--- src/rtl/bit_count_pkg.sv ---
// Shared types for the bit-statistics engine: operating modes and control FSM states.
package bit_count_pkg;

  typedef enum logic [1:0] {
    ONES   = 2'b00,
    ZEROS  = 2'b01,
    CTZ    = 2'b10,
    PARITY = 2'b11
  } mode_t;

  typedef enum logic [1:0] {
    IDLE = 2'b00,
    CALC = 2'b01,
    DONE = 2'b10
  } state_t;

endpackage

--- src/rtl/bit_count_datapath.sv ---
// Shift register, counter and result mux for the bit-statistics engine.
// Sequenced by load/shift/capture strobes from the control FSM.
module bit_count_datapath
  import bit_count_pkg::*;
#(
  parameter int unsigned W = 30,
  localparam int unsigned CW = $clog2(W + 1)
) (
  input  logic          clock,
  input  logic          reset,
  input  logic          load,
  input  logic          shift,
  input  logic          capture,
  input  logic [W-1:0]  in_data,
  input  mode_t         in_mode,
  output logic          term,
  output logic [CW-1:0] out_data
);

  logic [W-1:0]  sreg_q;
  logic [CW-1:0] count_q;
  logic [CW-1:0] result;
  logic [CW-1:0] out_data_q;
  mode_t         mode_q;

  // CTZ stops at the first set bit; every mode stops once the word is exhausted.
  assign term = (sreg_q == '0) || ((mode_q == CTZ) && sreg_q[0]);

  always_comb begin
    result = count_q;
    unique case (mode_q)
      ONES, ZEROS: result = count_q;
      PARITY:      result = CW'(count_q[0]);
      CTZ:         result = (sreg_q != '0) ? count_q : CW'(W);
      default:     result = count_q;
    endcase
  end

  always_ff @(posedge clock or posedge reset) begin
    if (reset) begin
      sreg_q     <= '0;
      count_q    <= '0;
      mode_q     <= ONES;
      out_data_q <= '0;
    end else begin
      if (load) begin
        sreg_q  <= (in_mode == ZEROS) ? ~in_data : in_data;
        mode_q  <= in_mode;
        count_q <= '0;
      end else if (shift) begin
        sreg_q  <= sreg_q >> 1;
        count_q <= count_q + ((mode_q == CTZ) ? CW'(1) : CW'(sreg_q[0]));
      end
      if (capture) begin
        out_data_q <= result;
      end
    end
  end

  assign out_data = out_data_q;

endmodule

--- src/rtl/bit_count_engine.sv ---
// Multi-mode bit-statistics engine (ones, zeros, trailing zeros, parity), one shift per clock,
// with valid/ready handshakes on input and output.
module bit_count_engine
  import bit_count_pkg::*;
#(
  parameter int unsigned W = 30,
  localparam int unsigned CW = $clog2(W + 1)
) (
  input  logic          clock,
  input  logic          reset,
  input  logic          in_valid,
  output logic          in_ready,
  input  logic [W-1:0]  in_data,
  input  logic [1:0]    in_mode,
  output logic          out_valid,
  input  logic          out_ready,
  output logic [CW-1:0] out_data,
  output logic          busy
);

  state_t state_q, state_d;
  logic   load, shift, capture, term;

  always_ff @(posedge clock or posedge reset) begin
    if (reset) begin
      state_q <= IDLE;
    end else begin
      state_q <= state_d;
    end
  end

  always_comb begin
    state_d   = state_q;
    load      = 1'b0;
    shift     = 1'b0;
    capture   = 1'b0;
    in_ready  = 1'b0;
    out_valid = 1'b0;
    busy      = 1'b1;
    unique case (state_q)
      IDLE: begin
        in_ready = 1'b1;
        busy     = 1'b0;
        if (in_valid) begin
          load    = 1'b1;
          state_d = CALC;
        end
      end
      CALC: begin
        if (term) begin
          capture = 1'b1;
          state_d = DONE;
        end else begin
          shift = 1'b1;
        end
      end
      DONE: begin
        out_valid = 1'b1;
        if (out_ready) begin
          state_d = IDLE;
        end
      end
      default: state_d = IDLE;
    endcase
  end

  bit_count_datapath #(
    .W (W)
  ) u_datapath (
    .clock    (clock),
    .reset    (reset),
    .load     (load),
    .shift    (shift),
    .capture  (capture),
    .in_data  (in_data),
    .in_mode  (mode_t'(in_mode)),
    .term     (term),
    .out_data (out_data)
  );

endmodule

--- config.mk ---
export PLATFORM = sky130hd
export DESIGN_NAME = bit_count_engine
export DESIGN_NICKNAME = d
export VERILOG_FILES = /design/src/rtl/bit_count_pkg.sv /design/src/rtl/bit_count_datapath.sv /design/src/rtl/bit_count_engine.sv
export SDC_FILE = /design/constraint.sdc
export NUM_CORES = 1
export LEC_CHECK = 0
export CAP_MARGIN = 15
export CORE_ASPECT_RATIO = 0.6
export CORE_MARGIN = 1.5
export CORE_UTILIZATION = 30
export DETAILED_ROUTE_END_ITERATION = 6
export GPL_TIMING_DRIVEN = 0
export PLACE_DENSITY_LB_ADDON = 0.05
export SYNTH_ARGS = -nofsm -noshare
export SYNTH_HDL_FRONTEND = slang
export SYNTH_HIERARCHICAL = 1
export SYNTH_SLANG_ARGS = --single-unit
--- constraint.sdc ---
create_clock -name clock -period 2.4 [get_ports clock]
set_input_delay 0.48 -clock clock [delete_from_list [all_inputs] [get_ports clock]]
set_output_delay 0.48 -clock clock [all_outputs]
set_load 0.03 [all_outputs]
==> run summary <==
Antenna Nets Post-Route = 0
Setup bufs post-CTS = 0
Clock latency on the worst-skew pair = 0.28 ns
Post-cts sizing count = 0
Max_slew headroom = 0.675
Max-Cap Viols = 0
RSZ-0062 raised after global routing = no
Synth Net Count = 280
Status = finished, final reports clean
Uppermost routed layer = met4
DR WL met3 = 235 µm
Post-Layout Cell Count = 396
Routed vias = 1777
Clock network power share = 0.176
Pin count of the biggest net entering global routing = 40
Root Buffer Master = clkbuf_16
Tmin final = 2.19 ns
Area of the multi-input gates = 1200 µm²
Die Height = 72.1 µm
Syn Area/Cell = 9.86 µm²
Die width = 118 µm
IO buf count = 43
Post-synthesis sequential area ratio = 0.461
Slowest-stage cell, CP = dfrtp_1
Worst Path Required = 2.55 ns
Slowest cell delay on critical path = 0.40 ns
Max Root-Sink Buffers = 2
Wirelength per Cell = 14.2 µm
Clock Pin Slew Worst Setup and Hold Paths = 0.06 ns
Worst ir drop on vdd = 0.343 mV
GRT Total Usage = 0.143
Hold crit path type = in2async
Crit end category = flop
Initial DRC Count = 85
Core Area = 7480 µm²
Final setup fails = 0
Register area = 1100 µm²
Kind of critical path = reg2reg
Routed met1 length = 3.37 mm
Pwr per Cell Area = 1180 nW/µm²
Int Power = 2.24 mW
Layout cells sized above 1 = 0.0788
Post-synthesis cell count = 242
Worst Tran Pin Value = 0.488 ns
CTS Hold Buffers Added = 0
Die ar. = 8520 µm²
Io pins = 44
Synth-to-layout area growth = 30.2%
Gate power share = 0.448
Commonest non-fill, non-tap cell in the layout = dfrtp_1
Final net count = 330
Initial antenna violation count = 0
Final slew viol count = 0
Post-route cell area = 3110 µm²
Placed Cells = 390
ANT cells = 0
Detailed placement HPWL = 4.20 mm
Inserted Clock Buffers = 5
Vias per std cell = 4.49
CP bufs+invs = 2
Residual DRC count = 0
Number of global-route vias before repair = 1793
Initial Util = 0.319
CTS tree = done
Setup_tns = 0 ns
CP top delay family = simple AND/OR/NAND/NOR gates
Flops & latches, synth = 44
# fillers = 746
Post-Syn Area = 2390 µm²
Clk sink count = 44
Met2 routed WL = 2.00 mm
Leading cell types in the layout, fill and taps excluded = dfrtp_1, clkdlybuf4s50_1, nand2_1, xor2_1, mux2i_1
Leakage = 1.40 nW
Fin crit share = 0.911
Placed Area = 2970 µm²
# rows = 24
Yosys Warn Count = 6
CP Data Arrival Time = 2.34 ns
Critical Path Fanout Max = 10
CP Launch Type = flop
H-tree depth = 2
Final Hold Viols = 0
Clk_skew = 0.00838 ns
First-pass GRT wire length = 9.58 mm
Synth unique cells = 29
Routability cong. = 0.712
Register share of total power = 0.376
Fmax achieved = 458 MHz
CP cell instances = nor4_1 -> nand4_1 -> o22ai_2 -> nor3b_1 -> buf_2 -> buf_2 -> mux2i_1 -> o21ai_0
Detailed Route WL = 5.62 mm
Sw power = 1.43 mW
TritonRoute pass-1 iters = 4
GRT Residual Overflow = 0
Crit-path most repeated cell = buf_2
Switching share of power = 0.390
synth_stat cells:
master    instances  area, µm²
nor4_1            6       37.5
a21oi_1           1       5.00
ha_1              2       25.0
dfrtp_1          44       1100
inv_2             1       3.75
nand2_1          42        158
and3b_1           1       8.76
nor2b_1           1       6.26
or2_4             1       8.76
and2b_1           1       7.51
xor2_1           33        289
nor3b_1           1       7.51
nor2_1            6       22.5
or2b_1            1       7.51
o22ai_1           2       12.5
nor4_2            1       12.5
buf_1             3       11.3
clkbuf_1          6       22.5
inv_1             5       18.8
mux2_2            2       22.5
mux2i_1          31        310
o22a_1            4       35.0
buf_2             7       35.0
and2_1            1       6.26
o21ai_0          30        150
a21o_1            1       7.51
nand2b_1          3       18.8
nand4_1           4       25.0
nor3_2            1       10.0
logic make-up after synthesis:
group	after synthesis	share of synthesized area
mux	33	0.139
compound gates	38	0.0881
xor+xnor	33	0.121
simple gates	70	0.141
flops	44	0.461
fa+ha+maj	2	0.0105
buf+inv	22	0.0383
worst register-to-register path, cell delays in order, from the launching register on:
cell and delay, ns:
dfrtp_1 0.40, nor4_1 0.40, nand4_1 0.25, o22ai_2 0.22, nor3b_1 0.07, buf_2 0.18, buf_2 0.24, mux2i_1 0.21
o21ai_0 0.09
per-stage QoR:
| stage | utilization | hold slack (ns) | total power [mW] | setup slack, ns |
|---|---|---|---|---|
| final | 0.415 | 0.413 | 3.67 | 0.215 |
| after global routing | 0.415 | 0.432 | 3.98 | 0.0437 |
| after CTS | 0.415 | 0.416 | 3.71 | 0.155 |
| after detailed placement | 0.397 | 0.486 | 3.05 | -0.00767 |
| after global placement | 0.394 | 0.483 | 3.03 | -0.116 |
| after floorplan | - | 0.221 | 2.52 | 0.614 |
final timing paths:
path	start	endpoint	slack [ns]	depth (start not counted)
hold / removal	reset	state_q[1]	0.41	2
min in group clock	u_datapath/out_data[4]	u_datapath/out_data[4]	0.50	1
max in group asynchronous	reset	u_datapath/sreg_q[1]	1.56	3
setup / recovery	u_datapath/sreg_q[9]	u_datapath/sreg_q[7]	0.21	8
hold reg to reg	u_datapath/out_data[4]	u_datapath/out_data[4]	0.50	1
setup reg to reg	u_datapath/sreg_q[9]	u_datapath/sreg_q[7]	0.21	8
sequential cells by signal (all words and copies together), names as in the netlist:
| signal | cells |
|---|---|
| state_q | 2 |
| u_datapath/count_q | 5 |
| u_datapath/mode_q | 2 |
| u_datapath/out_data | 5 |
| u_datapath/sreg_q | 30 |
metal layers:
layer | vias to the layer above | global-route usage
li1 | 925 | -
met1 | 810 | 0.236
met2 | 39 | 0.185
met3 | 3 | 0.0299
met4 | 0 | 0.0285
met5 | - | 0
power groups by stage:
stage	Combinational, mW	Clock, mW	Sequential (mW)
floorplan	1.14	0	1.38
detailed placement	1.66	0	1.39
global placement	1.64	0	1.39
CTS	1.67	0.669	1.38
finish	1.64	0.647	1.38
global route	1.86	0.687	1.43
area by class of cell:
type | instances | area share
Multi-Input combinational cell | 176 | 0.386
Buffer | 15 | 0.0209
Inverter | 6 | 0.00725
Timing Repair Buffer | 44 | 0.145
Clock inverter | 2 | 0.00403
Sequential cell | 44 | 0.354
Clock buffer | 5 | 0.0403
Tap cell | 104 | 0.0419
No activity file was read; power rests on OpenSTA's default activity.
